===== config.mk =====
export PLATFORM = sky130hd
export DESIGN_NAME = exe_hazard_ctrl
export DESIGN_NICKNAME = d
export VERILOG_FILES = /design/src/rtl/exe_hazard_ctrl_pkg.sv /design/src/rtl/exe_hazard_ctrl_fwd.sv /design/src/rtl/exe_hazard_ctrl.sv
export SDC_FILE = /design/constraint.sdc
export NUM_CORES = 1
export LEC_CHECK = 0
export CAP_MARGIN = 20
export CELL_PAD_IN_SITES_DETAIL_PLACEMENT = 0
export CELL_PAD_IN_SITES_GLOBAL_PLACEMENT = 1
export CORE_AREA = 10 10 105 107
export DETAILED_ROUTE_END_ITERATION = 8
export DIE_AREA = 0 0 115 117
export PLACE_DENSITY_LB_ADDON = 0.1
export SYNTH_ARGS = -nofsm -noshare
export SYNTH_HDL_FRONTEND = slang
export SYNTH_HIERARCHICAL = 1
export SYNTH_SLANG_ARGS = --single-unit

===== constraint.sdc =====
create_clock -name clk -period 1.9 [get_ports clk]
set_input_delay 0.19 -clock clk [delete_from_list [all_inputs] [get_ports clk]]
set_output_delay 0.19 -clock clk [all_outputs]
set_load 0.05 [all_outputs]

===== src/rtl/exe_hazard_ctrl_pkg.sv =====
// Shared types and constants for the EXE hazard controller.
//   hazard_state_e : controller FSM states
//   fwd_sel_e      : EXE operand mux select encoding
//   REG_ADDR_W     : architectural register address width
package exe_hazard_ctrl_pkg;

    localparam int unsigned REG_ADDR_W = 5;

    typedef enum logic [1:0] {
        RUN      = 2'd0,
        MC_BUSY  = 2'd1,
        MC_DRAIN = 2'd2
    } hazard_state_e;

    typedef enum logic [1:0] {
        FWD_EXE = 2'd0,
        FWD_MEM = 2'd1,
        FWD_WB  = 2'd2
    } fwd_sel_e;

endpackage


===== src/rtl/exe_hazard_ctrl_fwd.sv =====
// Forwarding select for one EXE operand (pure combinational).
//   rs_addr_i            : source register read by the EXE instruction
//   mem_rd_addr_i/_we_i  : destination and write enable of the instruction in MEM
//   wb_rd_addr_i/_we_i   : destination and write enable of the instruction in WB
//   fwd_sel_o            : FWD_EXE / FWD_MEM / FWD_WB
module exe_fwd_unit
    import exe_hazard_ctrl_pkg::*;
(
    input  logic [REG_ADDR_W-1:0] rs_addr_i,
    input  logic [REG_ADDR_W-1:0] mem_rd_addr_i,
    input  logic                  mem_we_i,
    input  logic [REG_ADDR_W-1:0] wb_rd_addr_i,
    input  logic                  wb_we_i,
    output logic [1:0]            fwd_sel_o
);

    // MEM holds the younger result, so it wins over WB; x0 is never forwarded.
    always_comb begin
        fwd_sel_o = FWD_EXE;
        if (mem_we_i && (mem_rd_addr_i != '0) && (mem_rd_addr_i == rs_addr_i)) begin
            fwd_sel_o = FWD_MEM;
        end else if (wb_we_i && (wb_rd_addr_i != '0) && (wb_rd_addr_i == rs_addr_i)) begin
            fwd_sel_o = FWD_WB;
        end
    end

endmodule


===== src/rtl/exe_hazard_ctrl.sv =====
// Pipeline hazard controller for the EXE stage.
//   Inputs : ID/EXE/MEM/WB register addresses and write flags, load flag of the EXE instr,
//            pc_mux_sel (taken branch), mc_start/mc_done (multi-cycle EXE op handshake).
//   Outputs: ForwardA_sel/ForwardB_sel operand selects, PC_write/IF_ID_write enables,
//            IF_ID_flush/ID_EXE_flush/EXE_MEM_bubble bubble controls, EXE_hold for MC ops,
//            sticky mc_err timeout flag, perf_stall_cnt (cycles with PC frozen).
// Reset is synchronous and active-low; while rst is low all stage controls are forced safe.
module exe_hazard_ctrl
    import exe_hazard_ctrl_pkg::*;
#(
    parameter int unsigned MC_TIMEOUT = 64,
    parameter int unsigned CNT_WIDTH  = 32
) (
    input  logic                  clk,
    input  logic                  rst,
    input  logic [REG_ADDR_W-1:0] ID_rs1_addr,
    input  logic [REG_ADDR_W-1:0] ID_rs2_addr,
    input  logic                  ID_rs1_used,
    input  logic                  ID_rs2_used,
    input  logic [REG_ADDR_W-1:0] EXE_rs1_addr,
    input  logic [REG_ADDR_W-1:0] EXE_rs2_addr,
    input  logic [REG_ADDR_W-1:0] ID_EXE_rd_addr,
    input  logic                  ID_EXE_DM_read,
    input  logic [REG_ADDR_W-1:0] EXE_MEM_rd_addr,
    input  logic                  EXE_MEM_reg_write,
    input  logic [REG_ADDR_W-1:0] MEM_WB_rd_addr,
    input  logic                  MEM_WB_reg_write,
    input  logic                  pc_mux_sel,
    input  logic                  mc_start,
    input  logic                  mc_done,
    output logic [1:0]            ForwardA_sel,
    output logic [1:0]            ForwardB_sel,
    output logic                  PC_write,
    output logic                  IF_ID_write,
    output logic                  IF_ID_flush,
    output logic                  ID_EXE_flush,
    output logic                  EXE_hold,
    output logic                  EXE_MEM_bubble,
    output logic                  mc_err,
    output logic [CNT_WIDTH-1:0]  perf_stall_cnt
);

    localparam int unsigned MC_CNT_W = $clog2(MC_TIMEOUT);
    localparam logic [MC_CNT_W-1:0] McCntLast = MC_CNT_W'(MC_TIMEOUT - 1);

    hazard_state_e          state_q, state_d;
    logic [MC_CNT_W-1:0]    mc_cnt_q, mc_cnt_d;
    logic                   mc_err_q, mc_err_d;
    logic [CNT_WIDTH-1:0]   stall_cnt_q, stall_cnt_d;
    logic [1:0]             fwd_a, fwd_b;
    logic                   load_use;

    exe_fwd_unit u_fwd_a (
        .rs_addr_i     (EXE_rs1_addr),
        .mem_rd_addr_i (EXE_MEM_rd_addr),
        .mem_we_i      (EXE_MEM_reg_write),
        .wb_rd_addr_i  (MEM_WB_rd_addr),
        .wb_we_i       (MEM_WB_reg_write),
        .fwd_sel_o     (fwd_a)
    );

    exe_fwd_unit u_fwd_b (
        .rs_addr_i     (EXE_rs2_addr),
        .mem_rd_addr_i (EXE_MEM_rd_addr),
        .mem_we_i      (EXE_MEM_reg_write),
        .wb_rd_addr_i  (MEM_WB_rd_addr),
        .wb_we_i       (MEM_WB_reg_write),
        .fwd_sel_o     (fwd_b)
    );

    assign ForwardA_sel = rst ? fwd_a : FWD_EXE;
    assign ForwardB_sel = rst ? fwd_b : FWD_EXE;

    assign load_use = ID_EXE_DM_read && (ID_EXE_rd_addr != '0) &&
                      ((ID_rs1_used && (ID_EXE_rd_addr == ID_rs1_addr)) ||
                       (ID_rs2_used && (ID_EXE_rd_addr == ID_rs2_addr)));

    // Next state and Mealy stage controls.
    always_comb begin
        state_d        = state_q;
        PC_write       = 1'b1;
        IF_ID_write    = 1'b1;
        IF_ID_flush    = 1'b0;
        ID_EXE_flush   = 1'b0;
        EXE_hold       = 1'b0;
        EXE_MEM_bubble = 1'b0;

        unique case (state_q)
            RUN, MC_DRAIN: begin
                state_d = RUN;
                // In MC_DRAIN pc_mux_sel belongs to the finished MC op, which never branches.
                if (pc_mux_sel && (state_q == RUN)) begin
                    IF_ID_flush  = 1'b1;
                    ID_EXE_flush = 1'b1;
                end else if (mc_start && !mc_done) begin
                    PC_write       = 1'b0;
                    IF_ID_write    = 1'b0;
                    EXE_hold       = 1'b1;
                    EXE_MEM_bubble = 1'b1;
                    state_d        = MC_BUSY;
                end else if (load_use) begin
                    PC_write     = 1'b0;
                    IF_ID_write  = 1'b0;
                    ID_EXE_flush = 1'b1;
                end
            end
            MC_BUSY: begin
                // Front end stays frozen through the completion cycle; only the result moves.
                PC_write    = 1'b0;
                IF_ID_write = 1'b0;
                if (mc_done) begin
                    state_d = MC_DRAIN;
                end else begin
                    EXE_hold       = 1'b1;
                    EXE_MEM_bubble = 1'b1;
                end
            end
            default: state_d = RUN;
        endcase

        if (!rst) begin
            state_d        = RUN;
            PC_write       = 1'b0;
            IF_ID_write    = 1'b0;
            IF_ID_flush    = 1'b1;
            ID_EXE_flush   = 1'b1;
            EXE_hold       = 1'b0;
            EXE_MEM_bubble = 1'b1;
        end
    end

    // Timeout counter, sticky error and saturating stall counter.
    always_comb begin
        mc_cnt_d    = '0;
        mc_err_d    = mc_err_q;
        stall_cnt_d = stall_cnt_q;
        if (state_q == MC_BUSY && !mc_done) begin
            if (mc_cnt_q == McCntLast) begin
                mc_err_d = 1'b1;
                mc_cnt_d = mc_cnt_q;
            end else begin
                mc_cnt_d = mc_cnt_q + MC_CNT_W'(1);
            end
        end
        if (!PC_write && (stall_cnt_q != '1)) begin
            stall_cnt_d = stall_cnt_q + CNT_WIDTH'(1);
        end
    end

    always_ff @(posedge clk) begin
        if (!rst) begin
            state_q     <= RUN;
            mc_cnt_q    <= '0;
            mc_err_q    <= 1'b0;
            stall_cnt_q <= '0;
        end else begin
            state_q     <= state_d;
            mc_cnt_q    <= mc_cnt_d;
            mc_err_q    <= mc_err_d;
            stall_cnt_q <= stall_cnt_d;
        end
    end

    assign mc_err         = mc_err_q;
    assign perf_stall_cnt = stall_cnt_q;

endmodule


== After elaboration in Yosys (flattened, before gate mapping) ==
Cells that the tools add are included.

* Flip-flop bits (word level): 41
* Input bits: 45
* Output and inout bits: 43
* Word-level logic and storage cells: 70

* Add/subtract/negate cells: 2
* Eq/ne operators: 11
* Multiplexer cells: 29
* Reduce and logical (&&, ||, !) cells: 24

{| class="wikitable"
|+ Operator list
! operator !! number
|-
| $add A32 B1 Y32 const B || 1
|-
| $ne A32 B32 Y1 const B || 1
|-
| $eq A5 B5 Y1 || 6
|-
| $mux W1 || 19
|-
| $reduce_bool A5 Y1 || 3
|-
| $logic_and A1 B1 Y1 || 14
|-
| $mux W2 || 7
|-
| $add A6 B1 Y6 const B || 1
|-
| $eq A6 B6 Y1 const B || 1
|-
| $pmux W1 S2 || 2
|-
| $pmux W2 S2 || 1
|-
| $reduce_and A2 Y1 || 2
|-
| $eq A2 B1 Y1 const B || 1
|-
| $eq A2 B2 Y1 const B || 1
|-
| $logic_not A1 Y1 || 2
|-
| $logic_not A2 Y1 || 1
|-
| $ne A2 B2 Y1 const B || 1
|-
| $reduce_or A2 Y1 || 1
|-
| $logic_or A1 B1 Y1 || 1
|}

== Longest topological paths before layout ==
* Depth in word-level cells: 11
* Gate-level depth with buffers: 9

== By module ==
Netlist, hierarchy kept.

{| class="wikitable"
|+ By module, submodules not included
! module !! times used !! cells each !! area an instance (µm²) !! seq. area each (µm²)
|-
| exe_hazard_ctrl || 1 || 280 || 2299.7 || 820.8
|-
| exe_fwd_unit || 2 || 20 || 151.4 || 0.0
|}

== Worst setup path before layout ==
Ideal clock, no wire load.

* Kind: input -> output
* From: input port ID_EXE_rd_addr[1]
* To: output port PC_write
* Data arrival time: 2.287 ns
* Required time: 1.710 ns
* Slack: -0.577 ns
* Cell stages on the path: 7
* Path through: or4_1 o21a_1 a31oi_1 buf_2 buf_2 and2_1 buf_4

* Longest elaborated chain between the ends: 9
* Elaborated cells on any way between the ends: 13
* Those cells by class: eq/ne: 2; mux: 5; reduce/logical: 6

{| class="wikitable"
|+ RTL lines
! what !! RTL line !! text
|-
| start: declaration || exe_hazard_ctrl.sv:22 || <nowiki>input logic [REG_ADDR_W-1:0] ID_EXE_rd_addr,</nowiki>
|-
| $eq A5 B5 Y1, on equally long branches || exe_hazard_ctrl.sv:75, exe_hazard_ctrl.sv:76 ||
|-
| $logic_and A1 B1 Y1, on equally long branches || exe_hazard_ctrl.sv:75, exe_hazard_ctrl.sv:76 ||
|-
| $logic_or A1 B1 Y1 || exe_hazard_ctrl.sv:75 || <nowiki>((ID_rs1_used && (ID_EXE_rd_addr == ID_rs1_addr)) ||</nowiki>
|-
| $logic_and A1 B1 Y1 (*) || exe_hazard_ctrl.sv:74 || <nowiki>assign load_use = ID_EXE_DM_read && (ID_EXE_rd_addr != '0) &&</nowiki>
|-
| $mux W1 (*) (3 in a row) || - ||
|-
| $pmux W1 S2 (*) || - ||
|-
| $mux W1 (*) || - ||
|-
| end: declaration || exe_hazard_ctrl.sv:33 || <nowiki>output logic PC_write,</nowiki>
|}

Mark *: on every way between the ends. The rest lies on a longest branch, timed or not.

== Final worst setup path ==
* From: register stall_cnt_q[4] (netlist: perf_stall_cnt[4])
* To: register stall_cnt_q[30] (netlist: perf_stall_cnt[30])

* Longest elaborated chain between the ends: 2
* Elaborated cells on any way between the ends: 3
* Those cells by class: add/sub: 1; eq/ne: 1; reduce/logical: 1

{| class="wikitable"
|+ RTL lines
! what !! RTL line !! text
|-
| start: declaration || exe_hazard_ctrl.sv:49 || <nowiki>logic [CNT_WIDTH-1:0] stall_cnt_q, stall_cnt_d;</nowiki>
|-
| start signal: assignment || exe_hazard_ctrl.sv:160 || <nowiki>stall_cnt_q <= stall_cnt_d;</nowiki>
|-
| branches (longest 2 deep; another with $add A32 B1 Y32) || - ||
|}

Several ways; the timed one is not identified.
A chain may end at the register's enable or synchronous reset.

==> flow_summary.json <==
{
  "synth.area.top_cells": "dfxtp_1 (32%), xnor2_1 (7.7%), or4_1 (5.8%), o31ai_1 (5.5%), a21oi_1 (5.4%)",
  "grt_max_degree": 34,
  "clk_pin_slew_ns": 0.09,
  "min-delay-start": "perf_stall_cnt[27]$_SDFFE_PN0P_",
  "fmax_mhz": 506.3,
  "rsz0062_at_grt": "yes",
  "power_leakage_nw": 1.694,
  "io_pins": 88,
  "initial_core_util_pct": 28.85,
  "min_path_type": "flip-flop to flip-flop",
  "endpoint_kind": "flip-flop",
  "die_w_um": 115,
  "first_pass_iters": 4,
  "worstPathArrival_ns": 2.18,
  "ys_types": 45,
  "grt_pass1_wl_um": 14160,
  "r2r_start": "perf_stall_cnt[4]$_SDFFE_PN0P_",
  "top_layer": "met4",
  "reg2reg_depth": 8,
  "ys_ff_latch": 41,
  "worstMarginPinSlew_ns": 0.5478,
  "irDropWorstVdd_v": 0.0003177,
  "dr_wl_met3_um": 823,
  "finClkSkew_ns": 0.01273,
  "hold_slack_ns": 0.4940,
  "postSynth.asyncResetShare_pct": 0,
  "htree_levels": 2,
  "synth_top_area_cell": "dfxtp_1",
  "wl_per_cell_um": 14.91,
  "gp_congestion": 0.7557,
  "slew_headroom_pct": 63.36,
  "cts_max_path_buffers": 2,
  "synth.net_count": 367,
  "cts.sinks": 41,
  "cp_num_buf_inv": 2,
  "reg2reg_slack_ns": -0.08,
  "reg2reg_to": "perf_stall_cnt[30]$_SDFFE_PN0P_",
  "avgSynthCellArea_um2": 8.133,
  "synth_common_cells": "dfxtp_1 (41), a21oi_1 (28), nand2_1 (28), nand3_1 (23), xnor2_1 (23)",
  "holdPathStages": 2,
  "critical_path_required_ns": 2.10,
  "clock_latency_ns": 0.30,
  "synth_top_area_share_pct": 31.54,
  "drv_slew": 0,
  "p_total_mw": 1.910,
  "synth_edf_count": 0,
  "yosysSeqAreaShare_pct": 31.54,
  "drt_iter0_drc": 101,
  "drcViolationCount": 0,
  "drive_above_1_share_pct": 30.13,
  "tritoncts": "done",
  "final_util_pct": 49.88,
  "ys.warnings.count": 6,
  "setup_ws_ns": -0.07519,
  "hold_viol": 0,
  "critPathLaunchType": "flip-flop",
  "layout_min_cycle_time_ns": 1.975,
  "port_buffers": 87,
  "antenna_found_initial": 0,
  "post_drt_via_cell_ratio": 5.086,
  "dr_wl_met2_um": 4109,
  "n_antenna_cell": 0,
  "vias": 2894,
  "cp_top_family": "simple AND/OR/NAND/NOR gates",
  "design.die.area_mm2": 0.01346,
  "synthesis.area_mm2": 0.002602,
  "layout.nets": 504,
  "finalSetupViolCount": 6,
  "gr-total-overflow": 0,
  "max_cap_violations": 0,
  "cts_made_buffers": 5,
  "met1_length_um": 3475,
  "status": "complete, but fails checks",
  "nFillCells": 884,
  "fin_setup_tns_ns": -0.2778,
  "synthFlopType": "dfxtp_1",
  "die_h_um": 117,
  "critPathMaxStageDelay_ns": 0.46,
  "synth_most_common_cell": "dfxtp_1",
  "coreArea_mm2": 0.009021,
  "detail-route-antenna-nets": 0,
  "synth_cells": 320,
  "gr-usage-all-layers_pct": 12.75,
  "cellPowerDensity_mw_per_mm2": 424.5,
  "grt_pass1_vias": 2971,
  "violations": "negative setup slack",
  "crit_slowest_cell": "or4b_1",
  "hpwlAfterDp_um": 6438,
  "path_class": "flip-flop to flip-flop",
  "path_max_fanout": 4,
  "path_cells": "nand4_4 -> buf_6 -> nor3_4 -> buf_4 -> and3_4 -> nand2_2 -> or4b_1 -> o211a_1",
  "worstHoldEndpoint": "perf_stall_cnt[27]$_SDFFE_PN0P_",
  "cts-root-buf": "clkbuf_8",
  "row_count": 35,
  "routed_wl_um": 8483,
  "area_growth_pct": 72.88,
  "post-route-period-util_pct": 104.0
}
==> area by class of cell <==
| class | instances | area, um2 | share of cell area (%) |
|---|---|---|---|
| multi-input combinational | 258 | 1856 | 41.24 |
| tap | 111 | 138.9 | 3.087 |
| sequential | 41 | 875.8 | 19.47 |
| clock inverter | 2 | 13.76 | 0.3059 |
| clock buffer | 6 | 82.58 | 1.835 |
| inverter | 6 | 22.52 | 0.5006 |
| timing repair buffer | 145 | 1510 | 33.57 |
==> routing by layer <==
layer  vias to the layer above  GRT usage (%)
met5                         -              0
li1                       1478              -
met1                      1338          13.93
met2                        72          22.03
met3                         6          5.861
met4                         0          2.970
==> registers in the layout, indices dropped and copies added, names as in the netlist <==
signal,cells
mc_err,1
state_q,2
perf_stall_cnt,32
mc_cnt_q,6
==> worst max path at each step <==
| stage | startpoint | to | slack, ns | depth (start not counted) |
|---|---|---|---|---|
| after floorplan | perf_stall_cnt[7]$_SDFFE_PN0P_ | perf_stall_cnt[15]$_SDFFE_PN0P_ | -0.19 | 5 |
| after global placement | ID_EXE_rd_addr[1] | perf_stall_cnt[30]$_SDFFE_PN0P_ | -0.49 | 8 |
| after detailed placement | ID_EXE_rd_addr[2] | perf_stall_cnt[30]$_SDFFE_PN0P_ | -0.53 | 8 |
| after CTS | perf_stall_cnt[6]$_SDFFE_PN0P_ | perf_stall_cnt[15]$_SDFFE_PN0P_ | -0.10 | 5 |
| after global routing | perf_stall_cnt[6]$_SDFFE_PN0P_ | perf_stall_cnt[23]$_SDFFE_PN0P_ | -0.20 | 8 |
| final | perf_stall_cnt[4]$_SDFFE_PN0P_ | perf_stall_cnt[30]$_SDFFE_PN0P_ | -0.08 | 8 |
==> repair_timing <==
item | 4_1_cts | 5_1_grt
hold endpoints to repair | 0 | 0
pin swaps | 25 | 20
gates cloned | 2 | 0
setup buffers | 10 | 4
hold buffers | 0 | 0
endpoints found under the setup margin | 36 | 37
gates resized for setup | 47 | 25
==> cell usage in the layout (no fill, tap or decap), types with 3 or more instances in the layout <==
master | Yosys | layout
xor2_1 | 6 | 6
nor4_1 | 7 | 3
buf_2 | 7 | 3
dfxtp_1 | 41 | 19
and2_1 | 6 | 3
xnor2_1 | 23 | 23
or4_4 | 1 | 3
inv_1 | 5 | 5
buf_12 | 0 | 14
nand2b_1 | 7 | 6
dlymetal6s2s_1 | 0 | 3
clkbuf_8 | 0 | 6
o31ai_1 | 19 | 19
nor2_1 | 15 | 14
nand4_1 | 8 | 8
and3_1 | 8 | 6
clkdlybuf4s50_1 | 0 | 56
dfxtp_2 | 0 | 11
or4_1 | 20 | 18
a21oi_1 | 28 | 27
dfxtp_4 | 0 | 11
mux2i_1 | 8 | 8
and2_4 | 0 | 3
nand3_1 | 23 | 21
buf_4 | 1 | 43
nand2_1 | 28 | 25
nor4_4 | 0 | 3
nor3_1 | 6 | 6
o21ai_0 | 8 | 6
buf_6 | 0 | 9
dlygate4sd2_1 | 0 | 14
or3_1 | 5 | 5
==> cell families (layout without fill, tap and decap cells) <==
family                   count (synthesis)  after routing  share of synthesized area, %
flip-flops                              41             41                         31.54
AO/OA/AOI/OAI                           70             70                         17.79
AND/OR/NAND/NOR                        149            149                         33.37
XOR/XNOR                                29             29                         9.759
multiplexers                             8              8                         3.077
buffers and inverters                   21            159                         3.510
adder cells (fa/ha/maj)                  2              2                        0.9614
==> worst register-to-register path, delay by kind of cell (launching register included) <==
| family | cells | cell delay [ns] |
|---|---|---|
| flops | 1 | 0.37 |
| simple gates | 5 | 1.08 |
| compound gates | 1 | 0.13 |
| buf+inv | 2 | 0.31 |
==> power breakdown <==
part / total [mW] / internal (mW) / leakage, nW / switching, mW
registers: 0.851 / 0.848 / 0.345 / 0.00328
logic: 0.422 / 0.225 / 1.30 / 0.197
clock network: 0.637 / 0.295 / 0.0512 / 0.341
total: 1.91 / 1.37 / 1.69 / 0.542
==> stage by stage <==
step | area [um2] | std cells | setup WS [ns]
final | 4499 | 569 | -0.07519
after floorplan | 2684 | 320 | -0.1865
after global placement | 4136 | 551 | -0.4889
after CTS | 4407 | 569 | -0.1001
after global routing | 4499 | 569 | -0.2011
after detailed placement | 4136 | 551 | -0.5312
Power figures use the tool's default switching activity.
